--- config.mk ---
export PLATFORM = sky130hd
export DESIGN_NAME = entrada_dados
export DESIGN_NICKNAME = d
export VERILOG_FILES = /design/src/rtl/entrada_dados.sv
export SDC_FILE = /design/constraint.sdc
export NUM_CORES = 1
export LEC_CHECK = 0
export BUFFER_PORTS_ARGS = -buffer_cell sky130_fd_sc_hd__clkbuf_2
export CORE_UTILIZATION = 45
export CTS_CLUSTER_DIAMETER = 150
export DETAILED_ROUTE_END_ITERATION = 6
export GPL_TIMING_DRIVEN = 0
export PLACE_DENSITY_LB_ADDON = 0.1
export SYNTH_ARGS = -nofsm -noshare
export SYNTH_HDL_FRONTEND = slang
export SYNTH_SLANG_ARGS = --single-unit
export TNS_END_PERCENT = 1
--- constraint.sdc ---
create_clock -name CLK -period 1.4 [get_ports CLK]
set_clock_uncertainty 0.05 [all_clocks]
set_input_delay 0.07 -clock CLK [delete_from_list [all_inputs] [get_ports CLK]]
set_output_delay 0.07 -clock CLK [all_outputs]
set_load 0.05 [all_outputs]
--- src/rtl/entrada_dados.sv ---
// Processor input stage: stalls on InRead until the user presses Enter,
// then returns the debounced, extended switch value with a 4-phase handshake.
module entrada_dados #(
  parameter int SW_WIDTH        = 10,
  parameter int DEBOUNCE_CYCLES = 50000,
  parameter bit SIGN_EXT        = 1'b1
) (
  input  logic                CLK,
  input  logic                Reset,
  input  logic                InRead,
  input  logic [SW_WIDTH-1:0] Switches,
  input  logic                Enter,
  output logic [31:0]         Dado,
  output logic                Ready,
  output logic                Stall,
  output logic                WaitLED
);

  localparam int CW = (DEBOUNCE_CYCLES > 2) ?
                      $clog2(DEBOUNCE_CYCLES) : 1;
  localparam logic [CW-1:0] CNT_MAX = CW'(DEBOUNCE_CYCLES - 1);

  typedef enum logic [1:0] {
    IDLE,
    WAIT_RELEASE,
    WAIT_PRESS,
    DONE
  } state_t;

  state_t state;

  logic                en_m;
  logic                en_s;
  logic [SW_WIDTH-1:0] sw_m;
  logic [SW_WIDTH-1:0] sw_s;
  logic                en_stable;
  logic [CW-1:0]       cnt;
  logic                flip;
  logic                press_evt;
  logic [31:0]         ext;

  always_ff @(posedge CLK) begin
    if (!Reset) begin
      en_m <= 1'b1;
      en_s <= 1'b1;
      sw_m <= '0;
      sw_s <= '0;
    end else begin
      en_m <= Enter;
      en_s <= en_m;
      sw_m <= Switches;
      sw_s <= sw_m;
    end
  end

  assign flip      = (en_s != en_stable) && (cnt == CNT_MAX);
  assign press_evt = flip && en_stable;

  always_ff @(posedge CLK) begin
    if (!Reset) begin
      cnt       <= '0;
      en_stable <= 1'b1;
    end else if (en_s == en_stable) begin
      cnt <= '0;
    end else if (flip) begin
      cnt       <= '0;
      en_stable <= ~en_stable;
    end else begin
      cnt <= cnt + CW'(1);
    end
  end

  generate
    if (SW_WIDTH >= 32) begin : g_full
      assign ext = sw_s[31:0];
    end else if (SIGN_EXT) begin : g_sext
      assign ext = {{(32-SW_WIDTH){sw_s[SW_WIDTH-1]}}, sw_s};
    end else begin : g_zext
      assign ext = {{(32-SW_WIDTH){1'b0}}, sw_s};
    end
  endgenerate

  always_ff @(posedge CLK) begin
    if (!Reset) begin
      state   <= IDLE;
      Dado    <= '0;
      Ready   <= 1'b0;
      WaitLED <= 1'b0;
    end else begin
      unique case (state)
        IDLE: begin
          if (InRead) begin
            state   <= en_stable ? WAIT_PRESS : WAIT_RELEASE;
            WaitLED <= 1'b1;
          end
        end
        WAIT_RELEASE: begin
          if (!InRead) begin
            state   <= IDLE;
            WaitLED <= 1'b0;
          end else if (en_stable) begin
            state <= WAIT_PRESS;
          end
        end
        WAIT_PRESS: begin
          if (!InRead) begin
            state   <= IDLE;
            WaitLED <= 1'b0;
          end else if (press_evt) begin
            state   <= DONE;
            Dado    <= ext;
            Ready   <= 1'b1;
            WaitLED <= 1'b0;
          end
        end
        DONE: begin
          if (!InRead) begin
            state <= IDLE;
            Ready <= 1'b0;
          end
        end
        default: begin
          state   <= IDLE;
          Ready   <= 1'b0;
          WaitLED <= 1'b0;
        end
      endcase
    end
  end

  assign Stall = InRead & ~Ready;

endmodule

==> metrics, run 1 <==
failing checks setup timing; area delta synth->final 33.7%; Worst Reg-to-Reg Cells 5; maximum operating frequency 662 MHz; Synth async-reset ratio 0%; average size of a mapped cell 9.47 um^2; top_reg_cell synth dfxtp_1; die span in y 74.2 um; r2r setup slk -110 ps; total gr overflow 0; Tot GR Track Use 18.1%; Final GP Congestion 0.836; CP Class flip-flop to flip-flop; critical path depth in cells 5; final core occ 64.3%; Skew-Pair Late Insertion Delay 310 ps; drt via density 4.85; Hold/Removal Path Class input port to flip-flop; placed instance area 0.00275 mm^2; Final Setup Violations 30; Fillers 413; Worst Path Arrival 1670 ps; Vias 1867; worst setup path startpoint cnt[7]; outcome finished, violations left; maximum VDD drop 0.000716 V; crit share post-route 108%; Reg area 0.00108 mm^2; ANT nets after route 0; minimum clock period 1510 ps; Post-Syn Instances 248; commonest non-fill, non-tap cell in the layout clkbuf_2; total CTS buffers 5; CTS tree yes; final net count 337; area occupied by multi-input gates 0.00118 mm^2; drt pass-1 iters 4; YS warnings 0; die area 0.00551 mm^2; sequential fraction of the synthesis area 45.2%; synthesized area 0.00235 mm^2; clk slew on worst S/H paths 90 ps; Synth Net Count 268; RSZ-0062 raised after global routing true; root buffer cell clkbuf_8; P_leak 1.29 nW; clk sinks 53; Max stage delay on crit path 370 ps; worst slew pin tran 452 ps; Crit. End Element flip-flop; final WL 4710 um; Initial Utilization 48.1%; largest net degree at the start of global routing 25; post-DP HPWL 3110 um; cells along the critical path nor4_4, buf_4, nand4_4, a211oi_2, and4bb_1; Hold Vio Cnt, Final 0; Reg-to-Reg Start cnt[7]; share of cells above drive strength 1 41.5%; DRC 0; initial antenna violation count 0; finished layout cell area 0.00314 mm^2; #FFs+latches synth 53; row cnt 25; critical path buffer and inverter count 1; RR Endpoint state[0]; Post-synth EDFFs 0; Die W 74.2 um; global-route wire length before repair 7490 um; Yosys cell types 43; commonest cells after routing, fill and taps aside 46 x clkbuf_2, 42 x dfxtp_1, 25 x buf_4, 21 x and2_1, 16 x nor2_1; vias in the first global route 1666; crit path launch type flip-flop; Crit path max-delay family simple AND/OR/NAND/NOR gates; CP max stage cell dfxtp_1; Std-Cell Core Area 0.00488 mm^2; CP required 1560 ps; Slew Viols, Final 0; clk buf depth 2; crit path to state[0]; Port Buffer Count 46; DRT iter0 DRCs 54; pwr dens 951 mW/mm^2; Max Cap Viol 0; DR WL/cell 12.2 um; IO Count 49; Max transition margin 69.9%; worst-path fanout max 6; Final WS setup -110 ps; diode count 0; CTS H-Tree Depth 2
-- layer usage --
| layer | global-route usage [%] | share of wire [%] |
|---|---|---|
| met5 | 0 | 0 |
| met4 | 6.92 | 1.3 |
| met3 | 3.66 | 3.0 |
| met2 | 31.8 | 50 |
| met1 | 21.7 | 46 |
-- worst min-delay path by stage --
stage	slack, ps	startpoint	endpoint	cells after the start
after floorplan	120	Enter	en_m	1
after global placement	210	Enter	en_m	2
after detailed placement	210	Enter	en_m	2
after CTS	80	Reset	en_s	2
after global routing	100	Reset	en_s	2
final	80	Reset	en_m	2
-- power by group --
part | internal (mW) | leakage, nW | switching (mW)
Combinational | 0.217 | 0.803 | 0.253
Clock | 0.375 | 0.0506 | 0.536
Sequential | 1.56 | 0.439 | 0.0419
-- repair_timing --
item | in CTS | in global routing
endpoints found under the setup margin | 54 | 31
endpoints found under the hold margin | 11 | 0
setup buffers | 6 | 0
hold buffers | 11 | 0
gates cloned | 0 | 0
pin swaps | 5 | 5
resized for setup | 26 | 18
-- kinds of logic after synthesis --
kind of cell	count (synthesis)	share of synthesized area (%)
compound gates	37	10.1
flops	53	45.2
xor+xnor	13	4.85
fa+ha+maj	6	3.20
mux	2	0.852
simple gates	95	24.9
buf+inv	42	11.0
-- sequential cells by signal (all words and copies together) (netlist names) --
register / count
WaitLED: 1
sw_s: 10
en_m: 1
Dado: 10
sw_m: 10
en_stable: 1
state: 2
Ready: 1
cnt: 16
en_s: 1
-- through the flow --
step	setup slack (ps)	hold slack (ps)	cells	setup TNS, ps	power (mW)
finish	-110	79.6	385	-1910	2.99
global route	-179	102	385	-4170	3.13
CTS	-173	83.7	386	-2520	3.00
detailed placement	-242	208	361	-5370	2.04
global placement	-220	207	361	-4740	2.04
floorplan	-21.3	121	248	-863	1.95
-- Yosys cell counts, types with 6 or more instances --
library cell	number	area share, %
ha_1	6	3.2
a21oi_1	13	2.8
inv_1	6	0.96
nand4_1	15	4.0
buf_4	23	7.4
dfxtp_1	53	45
and2_1	21	5.6
clkbuf_1	7	1.1
xor2_1	11	4.1
nand3_1	6	1.3
nor2_1	17	2.7
o31ai_1	11	3.5
-- layout make-up --
cell class	instances	area share [%]
Inverter	6	0.877
Clock buffer	5	2.19
Clock inverter	3	0.917
Sequential cell	53	34.5
Buffer	35	8.65
Multi-Input combinational cell	153	37.6
Timing Repair Buffer	63	12.6
Tap cell	67	2.67
Power figures use the tool's default switching activity.
==> run 2: changes to the inputs <==
==> constraint.sdc (replaced) <==
create_clock -name CLK -period 1.25 [get_ports CLK]
set_clock_uncertainty 0.05 [all_clocks]
set_input_delay 0.0625 -clock CLK [delete_from_list [all_inputs] [get_ports CLK]]
set_output_delay 0.0625 -clock CLK [all_outputs]
set_load 0.05 [all_outputs]
==> metrics, run 2 (same netlist as run 1, synthesis figures left out) <==
outcome finished, violations left; failing checks setup timing; DRC 0; wl on met1 2200 um; total CTS buffers 5; commonest cells after routing, fill and taps aside 44 x dfxtp_1, 31 x buf_4, 28 x buf_6, 25 x clkbuf_2, 20 x and2_1; pwr dens 1010 mW/mm^2; CTS H-Tree Depth 2; final WL 4750 um; CP required 1390 ps; total gr overflow 0; drt via density 4.79; Fillers 393; clk buf depth 2; DRT iter0 DRCs 41; clk sinks 53; Std-Cell Core Area 0.00488 mm^2; Reg-to-Reg Start cnt[0]; area delta synth->final 39.2%; maximum operating frequency 632 MHz; worst-path fanout max 7; Max transition margin 67.7%; Final WS setup -333 ps; diode count 0; maximum VDD drop 0.000711 V; vias in the first global route 1680; CTS tree yes; clk slew on worst S/H paths 90 ps; worst setup path startpoint cnt[0]; largest net degree at the start of global routing 25; commonest non-fill, non-tap cell in the layout dfxtp_1; worst slew pin tran 484 ps; number of flip-flops under the largest register name 16; drt pass-1 iters 4; die span in y 74.2 um; routed wl met2 2390 um; CP Class flip-flop to flip-flop; Slew Viols, Final 0; die area 0.00551 mm^2; final net count 342; Crit. End Element flip-flop; Skew-Pair Late Insertion Delay 300 ps; Final TNS setup -8200 ps; final core occ 67.0%; Worst Path Arrival 1730 ps; Initial Utilization 48.1%; global-route wire length before repair 7480 um; ANT nets after route 0; P_leak 1.34 nW; Tot GR Track Use 17.8%; RSZ-0062 raised after global routing true; placed instance area 0.00275 mm^2; finished layout cell area 0.00327 mm^2; row cnt 25; Final Setup Violations 31; root buffer cell clkbuf_8; metal3 WL 134 um; area occupied by multi-input gates 0.00115 mm^2; Die W 74.2 um; Place WS -357 ps; hold path startpoint Reset; DR WL/cell 12.2 um; Final GP Congestion 0.875; crit share post-route 127%; post-DP HPWL 3070 um; Reg area 0.00108 mm^2; largest reg by FF count cnt; Max Cap Viol 0; Hold/Removal Path Class input port to flip-flop; Port Buffer Count 46; Vias 1869; Highest Signal Layer met4; crit path launch type flip-flop; Hold Vio Cnt, Final 0; initial antenna violation count 0; IO Count 49; share of cells above drive strength 1 40.6%; minimum clock period 1580 ps
[run 2: cell types whose count changed in the layout (fill, tap and decap cells not counted), sizes merged]
cell | before | now
buf | 35 | 62
clkbuf | 57 | 35
[run 2: per-layer routing]
layer,vias to the layer above,GRT usage [%]
met5,-,0
met4,0,5.66
met3,2,4.07
met2,32,30.2
met1,849,22.4
li1,986,-
[run 2: power breakdown]
| group | switching (mW) | internal, mW | leakage [nW] |
|---|---|---|---|
| Sequential | 0.0469 | 1.75 | 0.437 |
| Combinational | 0.272 | 0.234 | 0.854 |
| Clock | 0.581 | 0.419 | 0.0506 |
| Total | 0.900 | 2.40 | 1.34 |
[run 2: what timing repair did]
| action | 4_1_cts | 5_1_grt |
|---|---|---|
| setup endpoints to repair | 54 | 54 |
| resized for setup | 45 | 30 |
| hold buffers | 11 | 0 |
| setup buffers | 5 | 5 |
| pin swaps | 4 | 6 |
| endpoints found under the hold margin | 11 | 0 |
[run 2: path summary, 6_finish.rpt]
kind	cells past startpoint	endpoint	slack, ps
setup reg to reg	6	state[0]	-330
hold reg to reg	1	en_s	380
hold / removal	2	en_s	100
setup / recovery	6	state[0]	-330
[run 2: through the flow]
step	hold WS, ps	total power, mW	instances
3_3_place_gp	195	2.28	361
4_1_cts	92.7	3.33	385
6_report	96.3	3.30	390
2_1_floorplan	114	2.18	248
5_1_grt	118	3.48	390
3_5_place_dp	211	2.29	361
[run 2: critical path, stage by stage, from the launching register on]
cell and delay, ps:
dfxtp_2 360, ha_4 140, and3_4 160, buf_6 130
nand4_4 160, a211oi_2 240, and4bb_1 230
[run 2: cell type report]
cell class | count | share of cell area, %
repair buffers | 67 | 17.0
inverters | 6 | 0.766
clock buffers | 5 | 2.11
multi-input cells | 153 | 35.3
clock inverters | 3 | 0.881
plain buffers | 36 | 8.38
flip-flops and latches | 53 | 33.0
well taps | 67 | 2.57
==> run 3: changes to the inputs <==
--- a/config.mk
+++ b/config.mk
@@ -10,7 +10,9 @@
 export CTS_CLUSTER_DIAMETER = 150
 export DETAILED_ROUTE_END_ITERATION = 6
 export GPL_TIMING_DRIVEN = 0
+export HOLD_SLACK_MARGIN = 0.05
 export PLACE_DENSITY_LB_ADDON = 0.1
+export RECOVER_POWER = 50
 export SYNTH_ARGS = -nofsm -noshare
 export SYNTH_HDL_FRONTEND = slang
 export SYNTH_SLANG_ARGS = --single-unit
==> metrics, run 3 (same netlist as run 1, synthesis figures left out) <==
final WL 4750 um; total gr overflow 0; drt pass-1 iters 4; commonest cells after routing, fill and taps aside 44 x dfxtp_1, 31 x buf_4, 28 x buf_6, 25 x clkbuf_2; Final TNS setup -8200 ps; ANT nets after route 0; clk sinks 53; DRT iter0 DRCs 41; Max Cap Viol 0; Hold Vio Cnt, Final 0; clk buf depth 2; Tot GR Track Use 17.8%; share of cells above drive strength 1 40.6%; Final GP Congestion 0.875; Reg power frac 54.4%; failing checks setup timing; Final WS setup -333 ps; switching power total 0.900 mW; crit share post-route 127%; Std-Cell Core Area 0.00488 mm^2; Worst Path Arrival 1730 ps; pwr dens 1010 mW/mm^2; IO Count 49; vias in the first global route 1680; DRC 0; maximum VDD drop 0.000711 V; P_leak 1.34 nW; Reg-to-Reg Start cnt[0]; clk slew on worst S/H paths 90 ps; Max transition margin 67.6%; CP required 1390 ps; Initial Utilization 48.1%; root buffer cell clkbuf_8; number of flip-flops under the largest register name 16; cell internal pwr 2.40 mW; commonest non-fill, non-tap cell in the layout dfxtp_1; DR WL/cell 12.2 um; maximum operating frequency 632 MHz; Hold/Removal Path Class input port to flip-flop; total CTS buffers 5; RSZ-0062 raised after global routing true; crit path launch type flip-flop; Skew-Pair Late Insertion Delay 300 ps; global-route wire length before repair 7480 um; worst setup path startpoint cnt[0]; CTS tree yes; worst slew pin tran 486 ps; area delta synth->final 39.2%; Die W 74.2 um; Switching Fraction 27.3%; Clk pwr share 30.3%; die area 0.00551 mm^2; CTS H-Tree Depth 2; largest reg by FF count cnt; minimum clock period 1580 ps; final net count 342; Final Setup Violations 31; hold path startpoint Reset; post-DP HPWL 3070 um; initial antenna violation count 0; CP Class flip-flop to flip-flop; combinational share of power 15.3%; largest net degree at the start of global routing 25; drt via density 4.79; worst-path fanout max 7; Place WS -357 ps; die span in y 74.2 um; row cnt 25; outcome finished, violations left; Slew Viols, Final 0; diode count 0; Vias 1869; Port Buffer Count 46; Crit. End Element flip-flop
run 3: cell counts in the layout (fill, tap and decap cells not counted):
Identical to the previous run, type by type.
run 3: area by class of cell:
| cell class | instances | area [um^2] |
|---|---|---|
| fillers | 393 | 1610 |
| multi-input cells | 153 | 1150 |
| flip-flops and latches | 53 | 1080 |
| repair buffers | 67 | 557 |
| plain buffers | 36 | 274 |
| well taps | 67 | 83.8 |
| clock buffers | 5 | 68.8 |
| clock inverters | 3 | 28.8 |
| inverters | 6 | 25.0 |
run 3: per-stage QoR:
step                      total power [mW]  area (um^2)  utilization [%]  hold slack [ps]  cells
after floorplan                       2.18         2440                -              114    248
after global placement                2.28         2750             56.4              195    361
after detailed placement              2.29         2750             56.4              211    361
after CTS                             3.33         3120             63.8             92.7    385
after global routing                  3.48         3270             67.0              118    390
final                                 3.30         3270             67.0             97.1    390
run 3: critical path, cell delays in order, from the launching register on:
cell	delay, ps
dfxtp_2	360
ha_4	140
and3_4	160
buf_6	130
nand4_4	160
a211oi_2	240
and4bb_1	230
run 3: layer usage:
metal / track usage, % / wire length [um] / vias to the layer above
met5: 0 / 0 / -
met1: 22.4 / 2200 / 849
met3: 4.07 / 134 / 2
met2: 30.2 / 2390 / 32
li1: - / - / 986
met4: 5.66 / 22 / 0
run 3: repair_timing:
| action | 4_1_cts | 5_1_grt |
|---|---|---|
| endpoints found under the setup margin | 54 | 54 |
| cloned | 0 | 0 |
| setup buffers | 5 | 5 |
| endpoints found under the hold margin | 11 | 0 |
| resized for setup | 45 | 30 |
| pin swaps | 4 | 6 |
| hold buffers | 11 | 0 |
run 3: power groups by stage:
stage                     Combinational (mW)  Clock, mW  Sequential, mW
after floorplan                        0.316          0            1.86
after global placement                 0.452          0            1.83
after detailed placement               0.453          0            1.83
after CTS                              0.496       1.04            1.79
after global routing                   0.557       1.12            1.81
final                                  0.505       1.00            1.79
run 3: path summary, 6_finish.rpt:
path	end	slack, ps	depth (start not counted)
worst max-delay path	state[0]	-330	6
worst min-delay path	en_s	100	2
worst max register to register	state[0]	-330	6
worst min register to register	en_s	380	1
